<file path="src/rtl/fft_ctrl.sv">
// ---------------------------------------------------------------------------
// fft_ctrl
// Sequencing controller for an N-point (N = 2**ADDR_W) in-place radix-2 DIT
// FFT built around a dual-port sample RAM and an external butterfly.
//
// A frame runs through three phases:
//   LOAD   : input samples are written to port A in bit-reversed order.
//   READ/WRITE pairs : for every stage s and butterfly k the two operand
//            addresses are read, then the butterfly results are written
//            back to the same addresses on the following cycle.
//   UNLOAD : port A is swept 0..N-1 and the registered read data is
//            forwarded as the output stream.
//
// Ports
//   clk, rst_n              clock, asynchronous active-low reset
//   start                   begin a frame (only honoured while idle)
//   in_valid/in_data        input sample stream, in_ready high during LOAD
//   ram_addr_a/b, ram_wr_a/b, ram_wdata_a/b   RAM port A/B controls
//   ram_q_a                 RAM port A registered read data
//   bf_a_in, bf_b_in        butterfly results for the current operand pair
//   bf_en                   butterfly inputs valid (WRITE cycle)
//   tw_idx                  twiddle index k of W_N^k
//   out_valid/out_data      result stream in natural order
//   busy                    controller not idle
//   done                    pulse with the last out_valid of a frame
// ---------------------------------------------------------------------------
module fft_ctrl #(
    parameter int DATA_W = 16,
    parameter int ADDR_W = 5
) (
    input  logic              clk,
    input  logic              rst_n,
    input  logic              start,
    input  logic              in_valid,
    input  logic [DATA_W-1:0] in_data,
    output logic              in_ready,
    output logic [ADDR_W-1:0] ram_addr_a,
    output logic [ADDR_W-1:0] ram_addr_b,
    output logic              ram_wr_a,
    output logic              ram_wr_b,
    output logic [DATA_W-1:0] ram_wdata_a,
    output logic [DATA_W-1:0] ram_wdata_b,
    input  logic [DATA_W-1:0] ram_q_a,
    input  logic [DATA_W-1:0] bf_a_in,
    input  logic [DATA_W-1:0] bf_b_in,
    output logic              bf_en,
    output logic [ADDR_W-2:0] tw_idx,
    output logic              out_valid,
    output logic [DATA_W-1:0] out_data,
    output logic              busy,
    output logic              done
);

    localparam int SW = (ADDR_W > 1) ? $clog2(ADDR_W) : 1;

    localparam logic [2:0] ST_IDLE   = 3'd0;
    localparam logic [2:0] ST_LOAD   = 3'd1;
    localparam logic [2:0] ST_READ   = 3'd2;
    localparam logic [2:0] ST_WRITE  = 3'd3;
    localparam logic [2:0] ST_UNLOAD = 3'd4;

    localparam logic [ADDR_W-1:0] CNT_LAST = '1;
    localparam logic [ADDR_W-1:0] ONE_A    = {{(ADDR_W-1){1'b0}}, 1'b1};
    localparam logic [ADDR_W-2:0] K_LAST   = '1;
    localparam logic [ADDR_W-2:0] ONE_K    = {{(ADDR_W-2){1'b0}}, 1'b1};
    localparam logic [SW-1:0]     S_LAST   = SW'(ADDR_W - 1);
    localparam logic [SW-1:0]     ONE_S    = {{(SW-1){1'b0}}, 1'b1};

    logic [2:0]        state_q, state_d;
    logic [ADDR_W-1:0] cnt_q, cnt_d;     // LOAD sample count / UNLOAD address
    logic [ADDR_W-2:0] k_q, k_d;         // butterfly index within a stage
    logic [SW-1:0]     s_q, s_d;         // stage index
    logic              out_valid_q, done_q;

    function automatic logic [ADDR_W-1:0] bitrev(input logic [ADDR_W-1:0] v);
        logic [ADDR_W-1:0] r;
        for (int i = 0; i < ADDR_W; i++) begin
            r[i] = v[ADDR_W-1-i];
        end
        return r;
    endfunction

    // Butterfly operand addresses and twiddle index for (s_q, k_q).
    logic [ADDR_W-1:0] half, pos, grp, bf_addr_a, bf_addr_b, tw_full;
    logic [SW-1:0]     tw_sh;

    always_comb begin
        half      = ONE_A << s_q;
        pos       = {1'b0, k_q} & (half - ONE_A);
        grp       = {1'b0, k_q} >> s_q;
        bf_addr_a = ((grp << s_q) << 1) | pos;
        // addr_a always has the 'half' bit clear, so OR is the same as add.
        bf_addr_b = bf_addr_a | half;
        tw_sh     = S_LAST - s_q;
        // pos < 2**s, so after the shift the value fits in ADDR_W-1 bits.
        tw_full   = pos << tw_sh;
    end

    // Next-state logic
    always_comb begin
        state_d = state_q;
        cnt_d   = cnt_q;
        k_d     = k_q;
        s_d     = s_q;
        case (state_q)
            ST_IDLE: begin
                if (start) begin
                    state_d = ST_LOAD;
                    cnt_d   = '0;
                end
            end
            ST_LOAD: begin
                if (in_valid) begin
                    cnt_d = cnt_q + ONE_A;
                    if (cnt_q == CNT_LAST) begin
                        state_d = ST_READ;
                        cnt_d   = '0;
                        k_d     = '0;
                        s_d     = '0;
                    end
                end
            end
            ST_READ: begin
                state_d = ST_WRITE;
            end
            ST_WRITE: begin
                state_d = ST_READ;
                if (k_q == K_LAST) begin
                    k_d = '0;
                    if (s_q == S_LAST) begin
                        state_d = ST_UNLOAD;
                        s_d     = '0;
                        cnt_d   = '0;
                    end else begin
                        s_d = s_q + ONE_S;
                    end
                end else begin
                    k_d = k_q + ONE_K;
                end
            end
            ST_UNLOAD: begin
                cnt_d = cnt_q + ONE_A;
                if (cnt_q == CNT_LAST) begin
                    state_d = ST_IDLE;
                end
            end
            default: begin
                state_d = ST_IDLE;
            end
        endcase
    end

    always_ff @(posedge clk or negedge rst_n) begin
        if (!rst_n) begin
            state_q     <= ST_IDLE;
            cnt_q       <= '0;
            k_q         <= '0;
            s_q         <= '0;
            out_valid_q <= 1'b0;
            done_q      <= 1'b0;
        end else begin
            state_q     <= state_d;
            cnt_q       <= cnt_d;
            k_q         <= k_d;
            s_q         <= s_d;
            // RAM read data appears one cycle after the UNLOAD address.
            out_valid_q <= (state_q == ST_UNLOAD);
            done_q      <= (state_q == ST_UNLOAD) && (cnt_q == CNT_LAST);
        end
    end

    // Output decode: everything is forced to zero outside its active cycles.
    always_comb begin
        ram_addr_a  = '0;
        ram_addr_b  = '0;
        ram_wr_a    = 1'b0;
        ram_wr_b    = 1'b0;
        ram_wdata_a = '0;
        ram_wdata_b = '0;
        bf_en       = 1'b0;
        tw_idx      = '0;
        case (state_q)
            ST_LOAD: begin
                if (in_valid) begin
                    ram_wr_a    = 1'b1;
                    ram_addr_a  = bitrev(cnt_q);
                    ram_wdata_a = in_data;
                end
            end
            ST_READ: begin
                ram_addr_a = bf_addr_a;
                ram_addr_b = bf_addr_b;
                tw_idx     = tw_full[ADDR_W-2:0];
            end
            ST_WRITE: begin
                ram_addr_a  = bf_addr_a;
                ram_addr_b  = bf_addr_b;
                ram_wr_a    = 1'b1;
                ram_wr_b    = 1'b1;
                ram_wdata_a = bf_a_in;
                ram_wdata_b = bf_b_in;
                bf_en       = 1'b1;
                tw_idx      = tw_full[ADDR_W-2:0];
            end
            ST_UNLOAD: begin
                ram_addr_a = cnt_q;
            end
            default: begin
            end
        endcase
    end

    assign in_ready  = (state_q == ST_LOAD);
    assign busy      = (state_q != ST_IDLE);
    assign out_valid = out_valid_q;
    assign done      = done_q;
    assign out_data  = out_valid_q ? ram_q_a : '0;

endmodule

</file>
<file path="config.mk">
export PLATFORM = sky130hd
export DESIGN_NAME = fft_ctrl
export DESIGN_NICKNAME = d
export VERILOG_FILES = /design/src/rtl/fft_ctrl.sv
export SDC_FILE = /design/constraint.sdc
export NUM_CORES = 1
export LEC_CHECK = 0
export BUFFER_PORTS_ARGS = -buffer_cell sky130_fd_sc_hd__buf_2
export CAP_MARGIN = 10
export CORE_ASPECT_RATIO = 1.4
export CORE_UTILIZATION = 40
export CTS_CLUSTER_DIAMETER = 80
export CTS_CLUSTER_SIZE = 16
export DETAILED_ROUTE_END_ITERATION = 12
export HOLD_SLACK_MARGIN = 0.05
export PLACE_DENSITY = 0.88
export SETUP_SLACK_MARGIN = 0.3
export SLEW_MARGIN = 30
export SYNTH_ARGS = -nofsm -noshare
export SYNTH_HDL_FRONTEND = slang
export SYNTH_SLANG_ARGS = --single-unit
export TNS_END_PERCENT = 1
</file>
<file path="constraint.sdc">
create_clock -name clk -period 3 [get_ports clk]
set_input_delay 0.6 -clock clk [delete_from_list [all_inputs] [get_ports clk]]
set_output_delay 0.6 -clock clk [all_outputs]
set_load 0.05 [all_outputs]
</file>
# [After elaboration in Yosys (flattened, before gate mapping)]
# Cells that the tools add are included.
[totals] regBits=17 inputBits=68 out_inout_bits=69 elab_cells=73
[classes] n_addsub=5 eq_ne=13 n_shift=4 n_mux=32 n_bitwise=3 n_reduce_logical=10
[ops] operator="$mux W16" count=3
[ops] operator="$mux W5" count=7
[ops] operator="$pmux W16 S2" count=1
[ops] operator="$mux W3" count=9
[ops] operator="$pmux W5 S4" count=1
[ops] operator="$mux W4" count=4
[ops] operator="$pmux W3 S5" count=1
[ops] operator="$pmux W5 S3" count=1
[ops] operator="$ne A2 B2 Y1 const B" count=5
[ops] operator="$or A5 B5 Y5" count=2
[ops] operator="$shl A5 B3 Y4" count=2
[ops] operator="$pmux W4 S2" count=1
[ops] operator="$reduce_and A4 Y1" count=2
[ops] operator="$eq A3 B2 Y1 const B" count=2
[ops] operator="$eq A3 B3 Y1 const B" count=2
[ops] operator="$pmux W3 S2" count=1
[ops] operator="$add A5 B1 Y5 const B" count=1
[ops] operator="$and A4 B5 Y5" count=1
[ops] operator="$eq A5 B5 Y1 const B" count=1
[ops] operator="$reduce_and A5 Y1" count=1
[ops] operator="$shl A1 B3 Y5 const A" count=1
[ops] operator="$shr A4 B3 Y5" count=1
[ops] operator="$sub A5 B1 Y5 const B" count=1
[ops] operator="$add A4 B1 Y4 const B" count=1
[ops] operator="14 further kinds" count=15

# [Depth between registers and ports, before layout]
[logic_depth] depth_word=6 depth_mapped=8 ltp_nobuf=7

# [Worst setup path before layout]
# No wires, ideal clock.
[synth_path] path_type="reg2out" from="register s_q[0]" to="output port tw_idx[2]" arrival_ps=3207 required_ps=2400 setup_slack_ps=-807 path_stages_with_launch=9 n_path_buf=1 cell_sequence="dfrtp_1 > inv_1 > ha_1 > ha_1 > buf_2 > nor2_1 > o32ai_1 > nand2_1 > o41ai_1"
[synth_between] elab_chain_len=5 elab_cells_between_ends=6 cone_classes="add/sub: 2; shift: 2; mux: 1; bitwise: 1"
[synth_lines] item="start: declaration" line="72" text="logic [SW-1:0] s_q, s_d;"
[synth_lines] item="start signal: assignment" line="158" text="s_q <= '0;"
[synth_lines] item="start signal: assignment" line="165" text="s_q <= s_d;"
[synth_lines] item="$shl A1 B3 Y5" line="88" text="half = ONE_A << s_q;"
[synth_lines] item="$sub A5 B1 Y5" line="89" text="pos = {1'b0, k_q} & (half - ONE_A);"
[synth_lines] item="$and A4 B5 Y5" line="89"
[synth_lines] item="$shl A5 B3 Y4 *" line="96" text="tw_full = pos << tw_sh;"
[synth_lines] item="$mux W4 *" line="182" text="case (state_q)"
[synth_lines] item="end: declaration" line="47" text="output logic [ADDR_W-2:0] tw_idx,"
# Mark *: on every way between the ends. The rest lies on a longest branch, timed or not.

# [Final worst setup path]
[layout_path] from="register s_q[1]" to="output port ram_addr_b[2]"
[layout_between] elab_chain_len=6 elab_cells_between_ends=8 cone_classes="add/sub: 1; shift: 3; mux: 1; bitwise: 3"
[layout_lines] item="$shl A1 B3 Y5" line="88"
[layout_lines] item="$sub A5 B1 Y5" line="89"
[layout_lines] item="$and A4 B5 Y5" line="89"
[layout_lines] item="$or A5 B5 Y5" line="91" text="bf_addr_a = ((grp << s_q) << 1) | pos;"
[layout_lines] item="$or A5 B5 Y5 *" line="93" text="bf_addr_b = bf_addr_a | half;"
[layout_lines] item="$mux W5 *" line="182"
[layout_lines] item="end: declaration" line="38" text="output logic [ADDR_W-1:0] ram_addr_b,"
# Marked as above.

==> summary.md <==
| Metric | Value |
|---|---|
| Fin worst setup slack | 184 ps |
| Share of the synthesized area in the top cell type | 23.4% |
| Sequential area share after synthesis | 23.4% |
| Slowest CP cell | dfrtp_2 |
| Design Power | 2.00 mW |
| Hold Buf Count CTS | 0 |
| Worst path arrival time | 2220 ps |
| Worst Clk Skew | around 1.4 ps |
| Commonest non-fill, non-tap cells in the layout | 130 x buf_2, 32 x and2_1, 23 x nor2_1, 16 x buf_4, 15 x dfrtp_1 |
| Syn nets | 307 |
| Post-DR wirelength/cell | 14.5 um |
| Number of global-route vias before repair | 1,871 |
| Leakage power | approximately 1.6 nW |
| CP required | 2400 ps |
| Worst hold path class | in -> async |
| Fillers | 351 |
| H-tree depth | 1 |
| Most common cell after layout, fill and taps aside | buf_2 |
| CP dominant cell by count | ha_4 |
| RSZ-0062 raised after global routing | true |
| Routability cong. | about 0.90 |
| Worst vdd ir | 0.000450 V |
| Setup violators final | 0 |
| Initial antenna violation count | 0 |
| Global-route wire length before repair | 8670 um |
| Final Max Slew Viols | 0 |
| N_diodes | 0 |
| Worst skew pair latency | roughly 250 ps |
| # IOs | 137 |
| Synth area leader | dfrtp_1 |
| Die Ht | 81.7 um |
| Cell Pwr Density | between 600 and 700 mW/mm^2 |
| Fmax | 0.355 GHz |
| Status | complete, no violations |
| Clock tree sinks | 17 |
| GRT Total Usage | 22.7% |
| Critical path launch point type | register |
| Clock-pin slew on the worst setup and hold paths | ~70 ps |
| Critical path capture point type | output pin |
| Max incr delay on CP | approximately 460 ps |
| Largest net degree at the start of global routing | 26 |
| Final net count | 451 |
| Routed WL | 6280 um |
| DR pass1 iterations | 4 |
| Hold Fails Final Rpt | 0 |
| Slew Limit Headroom | 62.8% |
| FF+latch count, synth | 17 |
| Asr flop ratio synth | 100% |
| Via Count | about 2,300 |
| Core Area | 0.00427 sq mm |
| Tcrit/Tclk final | a little over nine tenths |
| TNS Setup | 0 ps |
| Max Buffers Root-to-Sink | 2 |
| Dpl ws | 294 ps |
| Synth cell types | 56 |
| Number of port buffers | 136 |
| Final hold slack | 267 ps |
| DRC viols | 0 |
| Initial core utilization | between 40% and 50% |
| Number of nets still failing antenna checks after routing | 0 |
| Worst Tran Pin Value | 558 ps |
| Kind of critical path | reg -> out |
| Commonest register cell after synthesis | dfrtp_1 |
| Critical-path maximum fanout | 5 |
| Yosys warnings | 0 |
| Syn Area/Cell | around 8 sq um |
| Post-synth EDFFs | 0 |
| TritonCTS clock tree | done |
| Post-DP HPWL | 4520 um |
| Total gr overflow | 0 |
| Syn Std Cell Area | 0.00182 sq mm |
| Initial drt markers | 101 |
| CTS buffer count | 3 |
| Post-route minimum period | 2820 ps |
| P&R area growth vs syn | 66.5% |
| Worst-path cell chain | inv_4, ha_4, ha_4, buf_12, nor2_4, o32ai_4, nand2_2, buf_4, a21oi_2, clkbuf_4 |
| Via/cell ratio | 5.21 |
| Synth Instances | 229 |
| Die Wd | 59.0 um |
| Die Area | 0.00482 sq mm |
| Num rows | 28 |
| Max Cap Viol | 0 |
| Clock Root Buffer | clkbuf_8 |
| Share of cells above drive strength 1 | 54.8% |
| Top cells by area, synth | dfrtp_1 23%, and2_1 11%, ha_1 6.9% |
[power breakdown]
| group | switching (mW) | internal, mW |
|---|---|---|
| sequential | 0.142 | 0.291 |
| clock | 0.0834 | 0.0922 |
| combinational | 0.972 | 0.418 |
| total | 1.20 | 0.801 |
[worst max-delay path: cells and delay by family, from the launching register on]
family	cells	cell delay, ps
buf+inv	4	640
compound gates	2	400
simple gates	2	150
flops	1	460
fa+ha+maj	2	300
[registers in the layout, summed over array words and instances, names as in the netlist]
signal / count
cnt_q: 5
done: 1
k_q: 4
out_valid: 1
s_q: 3
state_q: 3
[what timing repair did]
item / 4_1_cts / 5_1_grt
gates cloned: 0 / 0
pin swaps: 0 / 10
resized for setup: 9 / 39
setup endpoints to repair: 42 / 32
buffers inserted: 3 / 12
[routing by layer]
metal	global-route usage (%)	routed length (um)	up-vias
met4	5.48	118	0
met5	0	0	-
met2	42.0	3360	78
met1	27.9	2520	1042
met3	1.89	282	11
li1	-	-	1120
[final cells by class]
cell class / count / area, sq um / area share, %
Sequential cell: 17 / 428 / 14.1
Inverter: 9 / 45.0 / 1.49
Clock buffer: 3 / 41.3 / 1.36
Tap cell: 60 / 75.1 / 2.48
Multi-Input combinational cell: 186 / 1550 / 51.2
Timing Repair Buffer: 156 / 881 / 29.1
Clock inverter: 1 / 5.00 / 0.165
[final timing paths]
kind	cells after the start	from	end	slack (ps)
worst max-delay path	10	s_q[1]$_DFFE_PN0P_	ram_addr_b[2]	180
worst min-delay path	1	rst_n	k_q[0]$_DFFE_PN0P_	270
worst max register to register	8	s_q[1]$_DFFE_PN0P_	cnt_q[4]$_DFFE_PN0P_	850
worst min register to register	1	cnt_q[4]$_DFFE_PN0P_	cnt_q[4]$_DFFE_PN0P_	580
max in group asynchronous	1	rst_n	s_q[0]$_DFFE_PN0P_	2430
min in group clk	1	cnt_q[4]$_DFFE_PN0P_	cnt_q[4]$_DFFE_PN0P_	580
[cell usage after synthesis, types with 2 or more instances]
cell type / n
a21o_1: 5
a21oi_1: 7
a221o_1: 2
a22o_1: 6
a22oi_1: 13
a31oi_1: 2
a32oi_1: 3
and2_1: 32
and3_1: 3
buf_2: 4
buf_4: 2
clkbuf_1: 5
clkbuf_2: 4
dfrtp_1: 17
ha_1: 10
inv_1: 9
mux2i_1: 2
nand2_1: 10
nand2b_1: 6
nand3_1: 2
nand3b_1: 2
nand4_1: 2
nor2_1: 25
nor2b_1: 4
nor3_1: 9
nor4_1: 2
o211ai_1: 2
o21ai_0: 7
o22ai_1: 3
o2bb2ai_1: 3
[cells by family (layout without fill, tap and decap cells)]
| group | count (synthesis) | in the layout | share of synthesized area, % |
|---|---|---|---|
| AND/OR/NAND/NOR | 105 | 105 | 31.7 |
| AO/OA/AOI/OAI | 66 | 66 | 28.0 |
| buffers and inverters | 26 | 169 | 6.75 |
| flip-flops | 17 | 17 | 23.4 |
| adder cells (fa/ha/maj) | 10 | 10 | 6.89 |
| multiplexers | 5 | 5 | 3.17 |
[metrics by stage]
stage | std cells | cell area, sq um | utilization (%)
2_1_floorplan | 229 | 1960 | -
3_3_place_gp | 413 | 2660 | 62.2
3_5_place_dp | 413 | 2660 | 62.2
4_1_cts | 420 | 2750 | 64.3
5_1_grt | 432 | 3030 | 70.8
6_report | 432 | 3030 | 70.8
(Power assumes the default switching activity.)
